File: src/rtl/galvo_position_stepper_if.sv
// Sequencer-side bundle of the galvo position stepper: trigger/restart
// handshake, scan geometry, settle time, status and the SPI DAC pins.
interface galvo_position_stepper_if;
  logic        iTRIGGER;
  logic        iRESTART;
  logic [15:0] iX_START;
  logic [15:0] iX_STEP;
  logic [15:0] iNUM_X;
  logic [15:0] iY_START;
  logic [15:0] iY_STEP;
  logic [15:0] iNUM_Y;
  logic [15:0] iSETTLE_US;
  logic        oACK;
  logic        oBUSY;
  logic        oOVERRUN;
  logic [15:0] oX_IDX;
  logic [15:0] oY_IDX;
  logic        oDAC_CS_N;
  logic        oDAC_SCLK;
  logic        oDAC_MOSI;

  // Sequencer / bench side
  modport master (
    output iTRIGGER, iRESTART, iX_START, iX_STEP, iNUM_X,
           iY_START, iY_STEP, iNUM_Y, iSETTLE_US,
    input  oACK, oBUSY, oOVERRUN, oX_IDX, oY_IDX,
           oDAC_CS_N, oDAC_SCLK, oDAC_MOSI
  );

  // Stepper side
  modport slave (
    input  iTRIGGER, iRESTART, iX_START, iX_STEP, iNUM_X,
           iY_START, iY_STEP, iNUM_Y, iSETTLE_US,
    output oACK, oBUSY, oOVERRUN, oX_IDX, oY_IDX,
           oDAC_CS_N, oDAC_SCLK, oDAC_MOSI
  );
endinterface

File: src/rtl/galvo_position_stepper.sv
// Galvo position stepper: on each synchronised trigger edge, writes the next
// raster X/Y DAC code pair over a mode-0 SPI link, waits the settle time and
// returns a one-cycle acknowledge to the acquisition sequencer.
module galvo_position_stepper #(
  parameter int SPI_DIV  = 4,
  parameter int US_TICKS = 50
) (
  input logic                  iCLK,
  input logic                  iRST_N,
  galvo_position_stepper_if.slave bus
);

  localparam int              DIV_W    = (SPI_DIV > 1) ? $clog2(SPI_DIV) : 1;
  localparam logic [DIV_W-1:0] DIV_LAST = DIV_W'(SPI_DIV - 1);
  localparam logic [4:0]      LAST_BIT = 5'd23;
  localparam logic [7:0]      CMD_X    = 8'h30;
  localparam logic [7:0]      CMD_Y    = 8'h31;

  typedef enum logic [2:0] {
    IDLE, LOAD, SPI_X, GAP, SPI_Y, SETTLE, ACK, ADVANCE
  } state_t;

  // Settle length in clocks; a zero request still waits one clock.
  function automatic logic [31:0] settle_ticks(input logic [15:0] us);
    logic [31:0] prod;
    prod = 32'(us) * 32'(US_TICKS);
    return (prod == 32'd0) ? 32'd1 : prod;
  endfunction

  // Zero-length scan dimensions behave as a single column/row.
  function automatic logic [15:0] at_least_one(input logic [15:0] n);
    return (n == 16'd0) ? 16'd1 : n;
  endfunction

  state_t            state, state_next;

  logic              trig_s1, trig_s2, trig_d, edge_seen;

  logic [15:0]       x_idx, y_idx;
  logic [15:0]       x_code, y_code;
  logic [15:0]       x_idx_out, y_idx_out;
  logic              overrun;
  logic              restart_pend;
  logic              restart_req;
  logic              x_last, y_last;

  logic [DIV_W-1:0]  div_cnt;
  logic              half_hi;
  logic [4:0]        bit_cnt;
  logic              sclk;
  logic              spi_active;
  logic              div_end;
  logic              frame_done;
  logic              gap_cnt;
  logic [31:0]       settle_cnt;

  logic [23:0]       shreg;
  logic [15:0]       y_word;

  logic              ack, busy, cs_n;

  assign spi_active  = (state == SPI_X) || (state == SPI_Y);
  assign div_end     = (div_cnt == DIV_LAST);
  assign frame_done  = spi_active && half_hi && div_end && (bit_cnt == LAST_BIT);
  assign restart_req = bus.iRESTART || restart_pend;
  assign x_last      = ({1'b0, x_idx} + 17'd1) >= {1'b0, at_least_one(bus.iNUM_X)};
  assign y_last      = ({1'b0, y_idx} + 17'd1) >= {1'b0, at_least_one(bus.iNUM_Y)};

  // Two-flop synchroniser followed by a registered rising-edge detect.
  always_ff @(posedge iCLK or negedge iRST_N) begin
    if (!iRST_N) begin
      trig_s1   <= 1'b0;
      trig_s2   <= 1'b0;
      trig_d    <= 1'b0;
      edge_seen <= 1'b0;
    end else begin
      trig_s1   <= bus.iTRIGGER;
      trig_s2   <= trig_s1;
      trig_d    <= trig_s2;
      edge_seen <= trig_s2 && !trig_d;
    end
  end

  // Sequencer state register.
  always_ff @(posedge iCLK or negedge iRST_N) begin
    if (!iRST_N) state <= IDLE;
    else         state <= state_next;
  end

  // Next-state and decoded control outputs.
  always_comb begin
    state_next = state;
    ack        = 1'b0;
    busy       = 1'b1;
    cs_n       = 1'b1;
    case (state)
      IDLE: begin
        busy = 1'b0;
        if (edge_seen) state_next = LOAD;
      end
      LOAD:    state_next = SPI_X;
      SPI_X: begin
        cs_n = 1'b0;
        if (frame_done) state_next = GAP;
      end
      GAP:     if (gap_cnt) state_next = SPI_Y;
      SPI_Y: begin
        cs_n = 1'b0;
        if (frame_done) state_next = SETTLE;
      end
      SETTLE:  if (settle_cnt == 32'd0) state_next = ACK;
      ACK: begin
        ack        = 1'b1;
        state_next = ADVANCE;
      end
      // An edge landing while we hand back to IDLE is taken, not dropped.
      ADVANCE: state_next = edge_seen ? LOAD : IDLE;
      default: state_next = IDLE;
    endcase
  end

  // Scan index/code bookkeeping, restart handling and the overrun flag.
  always_ff @(posedge iCLK or negedge iRST_N) begin
    if (!iRST_N) begin
      x_idx        <= '0;
      y_idx        <= '0;
      x_code       <= '0;
      y_code       <= '0;
      x_idx_out    <= '0;
      y_idx_out    <= '0;
      overrun      <= 1'b0;
      restart_pend <= 1'b0;
    end else begin
      if (state == IDLE) begin
        restart_pend <= 1'b0;
        if (bus.iRESTART) begin
          x_idx   <= '0;
          y_idx   <= '0;
          x_code  <= bus.iX_START;
          y_code  <= bus.iY_START;
          overrun <= 1'b0;
        end
      end else if (state == ADVANCE) begin
        restart_pend <= 1'b0;
        if (restart_req) begin
          x_idx   <= '0;
          y_idx   <= '0;
          x_code  <= bus.iX_START;
          y_code  <= bus.iY_START;
          overrun <= 1'b0;
        end else if (!x_last) begin
          x_idx  <= x_idx + 16'd1;
          x_code <= x_code + bus.iX_STEP;
        end else begin
          x_idx  <= '0;
          x_code <= bus.iX_START;
          if (!y_last) begin
            y_idx  <= y_idx + 16'd1;
            y_code <= y_code + bus.iY_STEP;
          end else begin
            y_idx  <= '0;
            y_code <= bus.iY_START;
          end
        end
      end else if (bus.iRESTART) begin
        restart_pend <= 1'b1;
      end

      // A trigger edge while mid-update cannot be honoured; flag it.
      if (edge_seen && (state != IDLE) && (state != ADVANCE)) overrun <= 1'b1;

      if (state == LOAD) begin
        x_idx_out <= x_idx;
        y_idx_out <= y_idx;
      end
    end
  end

  // SPI bit timing, the inter-frame gap and the settle countdown.
  always_ff @(posedge iCLK or negedge iRST_N) begin
    if (!iRST_N) begin
      div_cnt    <= '0;
      half_hi    <= 1'b0;
      bit_cnt    <= '0;
      sclk       <= 1'b0;
      gap_cnt    <= 1'b0;
      settle_cnt <= '0;
    end else begin
      if (!spi_active) begin
        div_cnt <= '0;
        half_hi <= 1'b0;
        bit_cnt <= '0;
        sclk    <= 1'b0;
      end else if (div_end) begin
        div_cnt <= '0;
        if (!half_hi) begin
          half_hi <= 1'b1;
          sclk    <= 1'b1;
        end else begin
          half_hi <= 1'b0;
          sclk    <= 1'b0;
          bit_cnt <= bit_cnt + 5'd1;
        end
      end else begin
        div_cnt <= div_cnt + DIV_W'(1);
      end

      gap_cnt <= (state == GAP) && !gap_cnt;

      if ((state == SPI_Y) && frame_done)
        settle_cnt <= settle_ticks(bus.iSETTLE_US) - 32'd1;
      else if ((state == SETTLE) && (settle_cnt != 32'd0))
        settle_cnt <= settle_cnt - 32'd1;
    end
  end

  // Frame shift register: X word loaded in LOAD, Y word at the end of the
  // gap; shifts on each SCLK fall so MOSI only moves while SCLK is low.
  always_ff @(posedge iCLK) begin
    if (state == LOAD) begin
      shreg  <= {CMD_X, x_code};
      y_word <= y_code;
    end else if ((state == GAP) && gap_cnt) begin
      shreg  <= {CMD_Y, y_word};
    end else if (spi_active && div_end && half_hi) begin
      shreg  <= {shreg[22:0], 1'b0};
    end
  end

  assign bus.oACK      = ack;
  assign bus.oBUSY     = busy;
  assign bus.oOVERRUN  = overrun;
  assign bus.oX_IDX    = x_idx_out;
  assign bus.oY_IDX    = y_idx_out;
  assign bus.oDAC_CS_N = cs_n;
  assign bus.oDAC_SCLK = sclk;
  assign bus.oDAC_MOSI = spi_active && shreg[23];

endmodule

File: src/flat_wrapper.sv
// flat-port wrapper written by rule: the top's interface ports become plain ports
module galvo_position_stepper_flat 
#(
  parameter int SPI_DIV  = 4,
  parameter int US_TICKS = 50
)
  (iCLK, iRST_N, bus_iTRIGGER, bus_iRESTART, bus_iX_START, bus_iX_STEP, bus_iNUM_X, bus_iY_START, bus_iY_STEP, bus_iNUM_Y, bus_iSETTLE_US, bus_oACK, bus_oBUSY, bus_oOVERRUN, bus_oX_IDX, bus_oY_IDX, bus_oDAC_CS_N, bus_oDAC_SCLK, bus_oDAC_MOSI);
  galvo_position_stepper_if bus_i ();
  input logic iCLK;
  input logic iRST_N;
  input wire logic [$bits(bus_i.iTRIGGER)-1:0] bus_iTRIGGER;
  input wire logic [$bits(bus_i.iRESTART)-1:0] bus_iRESTART;
  input wire logic [$bits(bus_i.iX_START)-1:0] bus_iX_START;
  input wire logic [$bits(bus_i.iX_STEP)-1:0] bus_iX_STEP;
  input wire logic [$bits(bus_i.iNUM_X)-1:0] bus_iNUM_X;
  input wire logic [$bits(bus_i.iY_START)-1:0] bus_iY_START;
  input wire logic [$bits(bus_i.iY_STEP)-1:0] bus_iY_STEP;
  input wire logic [$bits(bus_i.iNUM_Y)-1:0] bus_iNUM_Y;
  input wire logic [$bits(bus_i.iSETTLE_US)-1:0] bus_iSETTLE_US;
  output wire logic [$bits(bus_i.oACK)-1:0] bus_oACK;
  output wire logic [$bits(bus_i.oBUSY)-1:0] bus_oBUSY;
  output wire logic [$bits(bus_i.oOVERRUN)-1:0] bus_oOVERRUN;
  output wire logic [$bits(bus_i.oX_IDX)-1:0] bus_oX_IDX;
  output wire logic [$bits(bus_i.oY_IDX)-1:0] bus_oY_IDX;
  output wire logic [$bits(bus_i.oDAC_CS_N)-1:0] bus_oDAC_CS_N;
  output wire logic [$bits(bus_i.oDAC_SCLK)-1:0] bus_oDAC_SCLK;
  output wire logic [$bits(bus_i.oDAC_MOSI)-1:0] bus_oDAC_MOSI;
  assign bus_i.iTRIGGER = bus_iTRIGGER;
  assign bus_i.iRESTART = bus_iRESTART;
  assign bus_i.iX_START = bus_iX_START;
  assign bus_i.iX_STEP = bus_iX_STEP;
  assign bus_i.iNUM_X = bus_iNUM_X;
  assign bus_i.iY_START = bus_iY_START;
  assign bus_i.iY_STEP = bus_iY_STEP;
  assign bus_i.iNUM_Y = bus_iNUM_Y;
  assign bus_i.iSETTLE_US = bus_iSETTLE_US;
  assign bus_oACK = bus_i.oACK;
  assign bus_oBUSY = bus_i.oBUSY;
  assign bus_oOVERRUN = bus_i.oOVERRUN;
  assign bus_oX_IDX = bus_i.oX_IDX;
  assign bus_oY_IDX = bus_i.oY_IDX;
  assign bus_oDAC_CS_N = bus_i.oDAC_CS_N;
  assign bus_oDAC_SCLK = bus_i.oDAC_SCLK;
  assign bus_oDAC_MOSI = bus_i.oDAC_MOSI;
  galvo_position_stepper #(.SPI_DIV(SPI_DIV), .US_TICKS(US_TICKS)) u_core (.iCLK(iCLK), .iRST_N(iRST_N), .bus(bus_i));
endmodule
File: config.mk
export PLATFORM = sky130hd
export DESIGN_NAME = galvo_position_stepper_flat
export DESIGN_NICKNAME = d
export VERILOG_FILES = /design/src/rtl/galvo_position_stepper_if.sv /design/src/rtl/galvo_position_stepper.sv /design/src/flat_wrapper.sv
export SDC_FILE = /design/constraint.sdc
export NUM_CORES = 1
export LEC_CHECK = 0
export CORE_MARGIN = 1.5
export CORE_UTILIZATION = 60
export CTS_CLUSTER_DIAMETER = 120
export DETAILED_ROUTE_END_ITERATION = 16
export DONT_BUFFER_PORTS = 1
export GPL_ROUTABILITY_DRIVEN = 0
export GPL_TIMING_DRIVEN = 0
export PLACE_DENSITY = 0.81
export SYNTH_ARGS = -nofsm -noshare
export SYNTH_HDL_FRONTEND = slang
export SYNTH_SLANG_ARGS = --single-unit
File: constraint.sdc
create_clock -name iCLK -period 9.77 [get_ports iCLK]
set_input_delay 1.4655 -clock iCLK [delete_from_list [all_inputs] [get_ports iCLK]]
set_output_delay 1.4655 -clock iCLK [all_outputs]
set_load 0.05 [all_outputs]
Yosys cells after proc, flatten, opt, wreduce, memory -nomap -nowiden:

Index checks and enable logic that the tools add are counted.

* flip-flop bits (word level): 186
* word-level logic and storage cells: 148
* bits in latches: 0
* memories: 0
* ROM bits: 0
* RAM bits: 0

* bitwise gates (word level): 0
* multiplexer cells: 55
* magnitude comparators: 2
* multiply operators: 1
* equal/unequal tests: 19
* shift-type cells: 0
* add/sub/neg operators: 10
* div/mod/pow operators: 0
* reduce and logical (&&, ||, !) cells: 39

Operators with widths (number)
* $mux 16: 24
* $mux 32: 2
* $sub 32x1->32 const B: 2
* $add 16x1->17 const B: 2
* $ge 17x16->1: 2
* $mux 17: 2
* $add 16x1->16 const B: 2
* $add 16x16->16: 2
* $logic_not 16->1: 2
* $logic_not 32->1: 1
* $reduce_bool 32->1: 1
* $pmux 3 s8: 1
* $logic_not 22->1: 1
* $mux 22: 1
* $mul 16x5->21 const B: 1
* $reduce_bool 3->1: 6
* $mux 1: 15
* $mux 3: 5
* $mux 5: 3
* $logic_and 1x1->1: 13
* $eq 3x3->1 const B: 4
* $ne 2x1->1 const B: 6
* $eq 3x2->1 const B: 2
* $ne 3x3->1 const B: 2
* other kinds (15): 24

Logic depth before layout (Yosys ltp):

Gate-level depths: netlist of run 1.

* depth after elaboration: 8
* depth in mapped cells: 23
* mapped depth without buffers: 21

Worst setup path before layout of run 1:

OpenSTA, ideal clock, no wires.

* kind: input to register
* start point: input bus_iSETTLE_US[8]
* end point: register u_core.settle_cnt[20]
* stages on the path: 21
* arrival time: 5995 ps
* path buffers: 1
* data required time: 9637 ps
* setup slack: 3641 ps
* cells stage by stage: ha_1 -> ha_1 -> inv_1 -> fa_1 -> inv_1 -> ha_1 -> a21o_1 -> a221o_1 -> a31oi_2 -> or2_2 -> o311ai_2 -> or3_4 -> nor3_1 -> nor3_1 -> a21oi_1 -> ha_1 -> nand2_1 -> clkbuf_1 -> a2111oi_1 -> mux2i_1 -> o21ai_1

* longest elaborated chain between the ends: 5

Ends and longest elaborated chain
* start, declared: line flat_wrapper.sv:19 `input wire logic [$bits(bus_i.iSETTLE_US)-1:0] bus_iSETTLE_US;`
* $mul 16x5->21 *: line galvo_position_stepper.sv:26 `prod = 32'(us) * 32'(US_TICKS);`
* $logic_not 22->1: line galvo_position_stepper.sv:27 `return (prod == 32'd0) ? 32'd1 : prod;`
* $mux 22 *: line galvo_position_stepper.sv:27
* $sub 32x1->32 *: line galvo_position_stepper.sv:211 `settle_cnt <= settle_ticks(bus.iSETTLE_US) - 32'd1;`
* $mux 32 *: line galvo_position_stepper.sv:210 `if ((state == SPI_Y) && frame_done)`
* end signal, assigned: line galvo_position_stepper.sv:211
* end signal, assigned: line galvo_position_stepper.sv:213 `settle_cnt <= settle_cnt - 32'd1;`
* end, declared: line galvo_position_stepper.sv:55 `logic [31:0] settle_cnt;`

Mark *: on every way between the ends. The rest lies on a longest branch, timed or not.
A chain may end at the register's enable or synchronous reset.

Worst setup path after layout of run 1:

* start point: input bus_iSETTLE_US[7]
* end point: register u_core.settle_cnt[20]

Same word-level chain as after synthesis.

==> reports/qor.json, run 1 <==
{
  "run_status": {"value": "complete, no violations"},
  "pwr-share-comb": {"value": 43.7, "unit": "%"},
  "fp.dieH": {"value": 152, "unit": "µm"},
  "track_usage": {"value": 28.7, "unit": "%"},
  "grt_antenna_before_repair": {"value": 0},
  "critical-path-slowest-cell": {"value": "sky130_fd_sc_hd__fa_1"},
  "cts_num_sinks": {"value": 186},
  "registers.top_by_ff_count": {"value": "u_core.settle_cnt"},
  "gr-total-overflow": {"value": 0},
  "max_clock_freq": {"value": 153, "unit": "MHz"},
  "sequential_share_of_the_synthesized_area": {"value": 35.9, "unit": "%"},
  "finish.instance_area": {"value": 14200, "unit": "µm²"},
  "critical_path.max_stage_delay": {"value": 0.49, "unit": "ns"},
  "crit_top_cell": {"value": "sky130_fd_sc_hd__ha_1"},
  "buffer_ports.inserted": {"value": 0},
  "largest_register_ff_count": {"value": 32},
  "cts_tree": {"value": "done"},
  "fin_setup_tns": {"value": 0, "unit": "ns"},
  "yosys_register_bits": {"value": 186},
  "rsz0062_at_grt": {"value": "false"},
  "final_slew_violations": {"value": 0},
  "synth_enable_flop_cells": {"value": 32},
  "io_pins": {"value": 154},
  "ctsHtreeMaxLevel": {"value": 4},
  "timing.final.ws_setup": {"value": 3.25, "unit": "ns"},
  "hold_viol": {"value": 0},
  "critical_path.startpoint_type": {"value": "primary input"},
  "synth.cell_area": {"value": 13300, "unit": "µm²"},
  "clock_buffer_count_from_cts": {"value": 17},
  "vias": {"value": 11435},
  "drt-total-wl": {"value": 32.8, "unit": "mm"},
  "pre_cts_ws": {"value": 2.92, "unit": "ns"},
  "row_count": {"value": 54},
  "critPathRequiredTime": {"value": 10.06, "unit": "ns"},
  "peakVddDrop": {"value": 0.143, "unit": "mV"},
  "numPlacedInstances": {"value": 1821},
  "dieArea": {"value": 23100, "unit": "µm²"},
  "totalPowerFinal": {"value": 3.34, "unit": "mW"},
  "cts-root-to-sink-buffers": {"value": 2},
  "seq_power_share": {"value": 36.0, "unit": "%"},
  "antenna_cells_inserted": {"value": 0},
  "synthFlopType": {"value": "sky130_fd_sc_hd__dfrtp_1"},
  "synth_net_count": {"value": 1795},
  "dp_hpwl": {"value": 25.0, "unit": "mm"},
  "layout_common_cells": {"value": "sky130_fd_sc_hd__nand2_1, sky130_fd_sc_hd__dfrtp_1, sky130_fd_sc_hd__ha_1"},
  "crit_path_max_fanout": {"value": 10},
  "reg.largest.list": {"value": "u_core.settle_cnt (32), u_core.shreg (24)"},
  "cts_hold_repair.buffers": {"value": 0},
  "number_of_drc_markers_after_the_initial_detailed_route_iteration": {"value": 893},
  "ys_types": {"value": 80},
  "initial_core_util": {"value": 61.1, "unit": "%"},
  "finalSetupViolations": {"value": 0},
  "power.static_leakage": {"value": 6.57, "unit": "nW"},
  "power.share.switching": {"value": 42.8, "unit": "%"},
  "grt_pass1_wl": {"value": 54.6, "unit": "mm"},
  "wl_per_cell": {"value": 17.7, "unit": "µm"},
  "timing.setup.critical_path_class": {"value": "primary input to flop"},
  "grt_pass1_vias": {"value": 11014},
  "synth.yosys.warnings": {"value": 0},
  "holdCritPathClass": {"value": "flop to flop"},
  "grt_start_max_net_pins": {"value": 147},
  "worst_clock_skew": {"value": 0.0148, "unit": "ns"},
  "nNetsFinal": {"value": 1814},
  "via_per_inst": {"value": 6.17},
  "cellInternalPower": {"value": 1.91, "unit": "mW"},
  "areaGrowthSynthToFinish": {"value": 6.98, "unit": "%"},
  "drive_gt1_share": {"value": 3.94, "unit": "%"},
  "floorplan.core_area": {"value": 21800, "unit": "µm²"},
  "detailedRoute.firstPassIterationCount": {"value": 5},
  "post-cts-setup-buffer-count": {"value": 0},
  "syn_area_per_cell": {"value": 8.63, "unit": "µm²"},
  "async_reset_ff_share": {"value": 78.5, "unit": "%"},
  "count_of_unresolved_drc_violations_after_routing": {"value": 0},
  "fin_hold_ws": {"value": 0.362, "unit": "ns"},
  "critical_path.cell_chain": {"value": "ha_1 -> ha_1 -> inv_1 -> fa_1 -> inv_1 -> ha_1 -> buf_2 -> a21oi_1 -> nor2_1 -> nor4b_1 -> a21o_1 -> o41ai_1 -> or3_4 -> nor3_1 -> nor3_1 -> a21oi_1 -> ha_1 -> nand2_1 -> clkbuf_1 -> a2111oi_1 -> mux2i_1 -> o21ai_1"},
  "power.switching": {"value": 1.43, "unit": "mW"},
  "die_w": {"value": 152, "unit": "µm"},
  "post_synthesis_instance_total": {"value": 1541},
  "clk_latency": {"value": 0.44, "unit": "ns"},
  "timing.critical_path.arrival": {"value": 6.81, "unit": "ns"},
  "num-fill-cells": {"value": 1817},
  "timing.max_slew.rel_slack": {"value": 19.6, "unit": "%"},
  "finalWorstPathRequiredPeriod": {"value": 6.52, "unit": "ns"},
  "clock_power_share": {"value": 20.3, "unit": "%"},
  "final_cell_count_no_fill": {"value": 1853},
  "antenna_left": {"value": 0},
  "timing.max_cap.violations": {"value": 0},
  "placedInstanceArea": {"value": 13600, "unit": "µm²"},
  "final_core_util": {"value": 65.4, "unit": "%"},
  "timing.final.crit_share": {"value": 66.7, "unit": "%"},
  "final_common_cell": {"value": "sky130_fd_sc_hd__nand2_1"},
  "cts_root_buffer": {"value": "sky130_fd_sc_hd__clkbuf_16"},
  "worstMarginPinSlew": {"value": 1.20, "unit": "ns"},
  "powerDensity": {"value": 235, "unit": "nW/µm²"},
  "ctsResizeCount": {"value": 0},
  "clk_pin_slew": {"value": 0.07, "unit": "ns"},
  "critPathCaptureType": {"value": "flop"}
}
[power groups by stage]
stage	sequential, mW	clock, mW	combinational, mW
2_1_floorplan	1.15	0	1.13
6_report	1.20	0.679	1.46
3_3_place_gp	1.20	0	1.39
5_1_grt	1.22	0.717	1.64
4_1_cts	1.20	0.685	1.45
3_5_place_dp	1.21	0	1.44
[cells in the mapped netlist, drive strengths merged, types with 17 or more instances]
library cell  number  area [µm²]
dfrtp            146        3650
mux2i             38         380
nand2            262         983
nor2             107         402
xor2              43         377
a21oi             83         419
clkbuf            54         203
nand3             53         265
nand4             17         106
nor3              30         150
nor4              22         144
ha               125        1560
xnor2             48         420
edfxtp            32         961
inv               95         357
o21ai            119         599
[worst max-delay path, delay by kind of cell]
kind,cells,cell delay (ns)
and+or+nand+nor,6,1.64
adders and majority gates,5,1.61
buffers and inverters,4,0.60
muxes,1,0.22
AOI/OAI and AO/OA,6,1.26
[area by class of cell]
| cell class | instances | area, µm² | share of cell area [%] |
|---|---|---|---|
| Sequential cell | 186 | 4770 | 33.6 |
| Inverter | 95 | 357 | 2.51 |
| Clock inverter | 13 | 125 | 0.880 |
| Multi-Input combinational cell | 1195 | 7910 | 55.6 |
| Tap cell | 280 | 350 | 2.46 |
| Clock buffer | 19 | 453 | 3.18 |
| Buffer | 65 | 255 | 1.79 |
[per-layer routing]
| metal | part of all wire (%) | vias up | wire (µm) | GRT usage (%) |
|---|---|---|---|---|
| met5 | 0 | - | 0 | 0 |
| met4 | 2.1 | 0 | 691 | 9.43 |
| met3 | 7.7 | 59 | 2530 | 5.31 |
| met2 | 44 | 466 | 14600 | 43.7 |
| met1 | 46 | 5435 | 15000 | 41.3 |
| li1 | - | 5475 | - | - |
[worst paths after layout]
kind | start | end | slack (ns) | depth (start not counted)
max in group asynchronous | iRST_N | u_core.bus.oX_IDX[14]$_DFFE_PN0P_ | 8.84 | 0
worst max register to register | u_core.half_hi$_DFFE_PN0P_ | u_core.settle_cnt[20]$_DFFE_PN0P_ | 4.25 | 14
worst min register to register | u_core.trig_s1$_DFF_PN0_ | u_core.trig_s2$_DFF_PN0_ | 0.36 | 0
min in group asynchronous | iRST_N | u_core.div_cnt[0]$_DFF_PN0_ | 0.73 | 0
worst max-delay path | bus_iSETTLE_US[7] | u_core.settle_cnt[20]$_DFFE_PN0P_ | 3.25 | 22
worst min-delay path | u_core.trig_s1$_DFF_PN0_ | u_core.trig_s2$_DFF_PN0_ | 0.36 | 0
[cell families (layout without fill, tap and decap cells)]
group | count (synthesis) | after routing | synth area share (%)
fa+ha+maj | 138 | 138 | 13.7
simple gates | 588 | 588 | 20.4
flops | 186 | 186 | 35.9
mux | 40 | 40 | 3.03
xor+xnor | 91 | 91 | 6.00
compound gates | 338 | 338 | 16.3
buf+inv | 160 | 192 | 4.60
No activity file was read; power rests on OpenSTA's default activity.
==> run 2: changes to the inputs <==
--- a/config.mk
+++ b/config.mk
@@ -5,6 +5,7 @@
 export SDC_FILE = /design/constraint.sdc
 export NUM_CORES = 1
 export LEC_CHECK = 0
+export ABC_AREA = 1
 export CORE_MARGIN = 1.5
 export CORE_UTILIZATION = 60
 export CTS_CLUSTER_DIAMETER = 120
==> constraint.sdc (replaced) <==
create_clock -name iCLK -period 6.1 [get_ports iCLK]
set_input_delay 0.915 -clock iCLK [delete_from_list [all_inputs] [get_ports iCLK]]
set_output_delay 0.915 -clock iCLK [all_outputs]
set_load 0.05 [all_outputs]
==> run 2 against run 1 <==
Net effect:
- the flow now finishes with violations (design-rule violations)
- global-route usage rose by 0.61 points
- combinational power rose by 84%
- power rose by 74%
- synthesized cell count rose by 18%
- design area rose by 1.6%
- synthesized area rose by 1.6%
- flip-flop and latch count did not move
- utilization rose by 0.41 points
- die area rose by 1.5%
- critical path type unchanged
- highest routed layer unchanged
==> reports/qor.json, run 2 <==
{
  "run_status": {"value": "complete, but fails checks"},
  "failing_checks": {"value": "design-rule violations"},
  "synth.top_cells.by_area": {"value": "sky130_fd_sc_hd__dfrtp_1, sky130_fd_sc_hd__nand2_1, sky130_fd_sc_hd__ha_1, sky130_fd_sc_hd__inv_1, sky130_fd_sc_hd__edfxtp_1"},
  "clk_pin_slew": {"value": 0.07, "unit": "ns"},
  "die_w": {"value": 153, "unit": "µm"},
  "finish.instance_area": {"value": 14400, "unit": "µm²"},
  "nNetsFinal": {"value": 2093},
  "via_per_inst": {"value": 5.73},
  "critPathCaptureType": {"value": "flop"},
  "antenna_cells_inserted": {"value": 0},
  "synth_most_common_cell": {"value": "sky130_fd_sc_hd__nand2_1"},
  "cts_hold_repair.buffers": {"value": 0},
  "track_usage": {"value": 29.3, "unit": "%"},
  "largest_register_ff_count": {"value": 32},
  "totalPowerFinal": {"value": 5.81, "unit": "mW"},
  "seq_power_share": {"value": 34.7, "unit": "%"},
  "cts_tree": {"value": "done"},
  "clk_latency": {"value": 0.44, "unit": "ns"},
  "finalSetupViolations": {"value": 0},
  "final_common_cell": {"value": "sky130_fd_sc_hd__nand2_1"},
  "ctsHtreeMaxLevel": {"value": 4},
  "post_synthesis_instance_total": {"value": 1820},
  "timing.setup.critical_path_class": {"value": "primary input to flop"},
  "crit_path_max_fanout": {"value": 7},
  "fp.dieH": {"value": 153, "unit": "µm"},
  "async_reset_ff_share": {"value": 78.5, "unit": "%"},
  "setup.reg_to_reg.worst_slack": {"value": 1.61, "unit": "ns"},
  "grt_antenna_before_repair": {"value": 0},
  "gr-total-overflow": {"value": 0},
  "finalWorstPathRequiredPeriod": {"value": 4.89, "unit": "ns"},
  "critical_path.startpoint_type": {"value": "primary input"},
  "ctsResizeCount": {"value": 0},
  "timing.critical_path.arrival": {"value": 5.21, "unit": "ns"},
  "number_of_drc_markers_after_the_initial_detailed_route_iteration": {"value": 1107},
  "ys_types": {"value": 50},
  "timing.max_slew.rel_slack": {"value": 40.5, "unit": "%"},
  "antenna_left": {"value": 0},
  "detailedRoute.firstPassIterationCount": {"value": 11},
  "dp_hpwl": {"value": 26.2, "unit": "mm"},
  "cts_root_buffer": {"value": "sky130_fd_sc_hd__clkbuf_16"},
  "layout_common_cells": {"value": "sky130_fd_sc_hd__nand2_1, sky130_fd_sc_hd__inv_1, sky130_fd_sc_hd__dfrtp_1"},
  "fin_hold_ws": {"value": 0.166, "unit": "ns"},
  "initial_core_util": {"value": 61.5, "unit": "%"},
  "critPathRequiredTime": {"value": 6.42, "unit": "ns"},
  "areaGrowthSynthToFinish": {"value": 7.00, "unit": "%"},
  "area_leader_netlist": {"value": "sky130_fd_sc_hd__dfrtp_1"},
  "clock_buffer_count_from_cts": {"value": 17},
  "cellInternalPower": {"value": 3.11, "unit": "mW"},
  "final_slew_violations": {"value": 0},
  "timing.final.crit_share": {"value": 80.2, "unit": "%"},
  "synth_top_cells_by_count": {"value": "sky130_fd_sc_hd__nand2_1, sky130_fd_sc_hd__inv_1, sky130_fd_sc_hd__dfrtp_1"},
  "yosys_register_bits": {"value": 186},
  "power.switching": {"value": 2.70, "unit": "mW"},
  "post-cts-setup-buffer-count": {"value": 0},
  "worst_clock_skew": {"value": 0.0137, "unit": "ns"},
  "synth.top_cell.area_share": {"value": 27.1, "unit": "%"},
  "max_clock_freq": {"value": 205, "unit": "MHz"},
  "hold_viol": {"value": 0},
  "reg.largest.list": {"value": "u_core.settle_cnt (32), u_core.shreg (24)"},
  "grt_pass1_vias": {"value": 11533},
  "clock_power_share": {"value": 19.0, "unit": "%"},
  "peakVddDrop": {"value": 0.248, "unit": "mV"},
  "powerDensity": {"value": 402, "unit": "nW/µm²"},
  "timing.max_cap.violations": {"value": 0},
  "grt_start_max_net_pins": {"value": 147},
  "synth.cell_area": {"value": 13500, "unit": "µm²"},
  "drive_gt1_share": {"value": 4.27, "unit": "%"},
  "holdCritPathClass": {"value": "primary input to async pin"},
  "buffer_ports.inserted": {"value": 0},
  "power.share.switching": {"value": 46.4, "unit": "%"},
  "fin_setup_tns": {"value": 0, "unit": "ns"},
  "synthFlopType": {"value": "sky130_fd_sc_hd__dfrtp_1"},
  "synth.yosys.warnings": {"value": 0},
  "count_of_unresolved_drc_violations_after_routing": {"value": 7},
  "drt-total-wl": {"value": 33.6, "unit": "mm"},
  "rsz0062_at_grt": {"value": "false"},
  "row_count": {"value": 54},
  "floorplan.core_area": {"value": 22000, "unit": "µm²"},
  "grt_pass1_wl": {"value": 55.8, "unit": "mm"},
  "wl_per_cell": {"value": 15.7, "unit": "µm"},
  "cts-root-to-sink-buffers": {"value": 2},
  "synth_enable_flop_cells": {"value": 32},
  "pwr-share-comb": {"value": 46.4, "unit": "%"},
  "io_pins": {"value": 154},
  "worstMarginPinSlew": {"value": 0.890, "unit": "ns"},
  "syn_area_per_cell": {"value": 7.42, "unit": "µm²"},
  "registers.top_by_ff_count": {"value": "u_core.settle_cnt"},
  "synth_net_count": {"value": 2074},
  "placedInstanceArea": {"value": 13800, "unit": "µm²"},
  "power.static_leakage": {"value": 7.46, "unit": "nW"},
  "dieArea": {"value": 23400, "unit": "µm²"},
  "vias": {"value": 12211},
  "sequential_share_of_the_synthesized_area": {"value": 35.4, "unit": "%"},
  "cts_num_sinks": {"value": 186}
}
run 2: power groups by stage:
stage	clock [mW]	sequential, mW	combinational [mW]
after floorplan	0	1.92	2.07
after global placement	0	2.01	2.55
after detailed placement	0	2.02	2.63
after CTS	1.11	2.00	2.65
after global routing	1.17	2.05	3.05
final	1.10	2.01	2.69
run 2: worst paths after layout:
path	startpoint	cells after the start	endpoint
setup reg to reg	u_core.x_idx[0]$_DFFE_PN0P_	21	u_core.y_code[10]$_DFFE_PN0P_
hold / removal	iRST_N	0	u_core.settle_cnt[19]$_DFFE_PN0P_
min in group iCLK	u_core.trig_s1$_DFF_PN0_	0	u_core.trig_s2$_DFF_PN0_
hold reg to reg	u_core.trig_s1$_DFF_PN0_	0	u_core.trig_s2$_DFF_PN0_
setup / recovery	bus_iSETTLE_US[7]	22	u_core.settle_cnt[30]$_DFFE_PN0P_
max in group asynchronous	iRST_N	0	u_core.y_idx[13]$_DFFE_PN0P_
run 2: cells by family after synthesis:
kind of cell / count (synthesis) / share of synthesized area (%)
adders and majority gates: 138 / 13.5
and+or+nand+nor: 839 / 26.6
xor gates and xnor gates: 60 / 3.89
AOI/OAI and AO/OA: 278 / 11.5
buffers and inverters: 319 / 9.11
DFF: 186 / 35.4
run 2: metrics by stage:
step	util (%)	setup WS (ns)	instances
global placement	63.1	0.952	2100
detailed placement	63.1	0.877	2100
global route	65.8	0.860	2132
finish	65.8	1.21	2132
CTS	65.8	1.32	2132
floorplan	-	1.60	1820
run 2: worst max-delay path, stage by stage:
cell and delay, ns:
sky130_fd_sc_hd__ha_1 0.28, sky130_fd_sc_hd__ha_1 0.28, sky130_fd_sc_hd__inv_1 0.05, sky130_fd_sc_hd__fa_1 0.50, sky130_fd_sc_hd__inv_1 0.04, sky130_fd_sc_hd__ha_1 0.36, sky130_fd_sc_hd__nand2_1 0.09, sky130_fd_sc_hd__nand2_1 0.11
sky130_fd_sc_hd__a21oi_1 0.31, sky130_fd_sc_hd__nor2_1 0.08, sky130_fd_sc_hd__nor2_1 0.13, sky130_fd_sc_hd__nand3_1 0.09, sky130_fd_sc_hd__nand2_1 0.15, sky130_fd_sc_hd__nor2_1 0.07, sky130_fd_sc_hd__nand2_1 0.15, sky130_fd_sc_hd__nand2_1 0.09
sky130_fd_sc_hd__nand2_1 0.21, sky130_fd_sc_hd__ha_1 0.28, sky130_fd_sc_hd__nand4_1 0.28, sky130_fd_sc_hd__nor2_2 0.38, sky130_fd_sc_hd__nand4_1 0.18, sky130_fd_sc_hd__xor2_1 0.19
run 2: final cells by class:
type	instances	area, µm²
flip-flops and latches	186	4770
plain buffers	42	190
well taps	280	350
multi-input cells	1315	7500
clock inverters	14	153
clock buffers	18	439
inverters	277	1040
fillers	1846	7510
run 2: per-layer routing:
metal | vias to the layer above | global-route usage, % | part of all wire (%)
met1 | 5637 | 42.1 | 46
met4 | 0 | 10.9 | 2.9
met3 | 78 | 4.93 | 8.3
met2 | 503 | 44.4 | 43
li1 | 5993 | - | -
met5 | - | 0 | 0
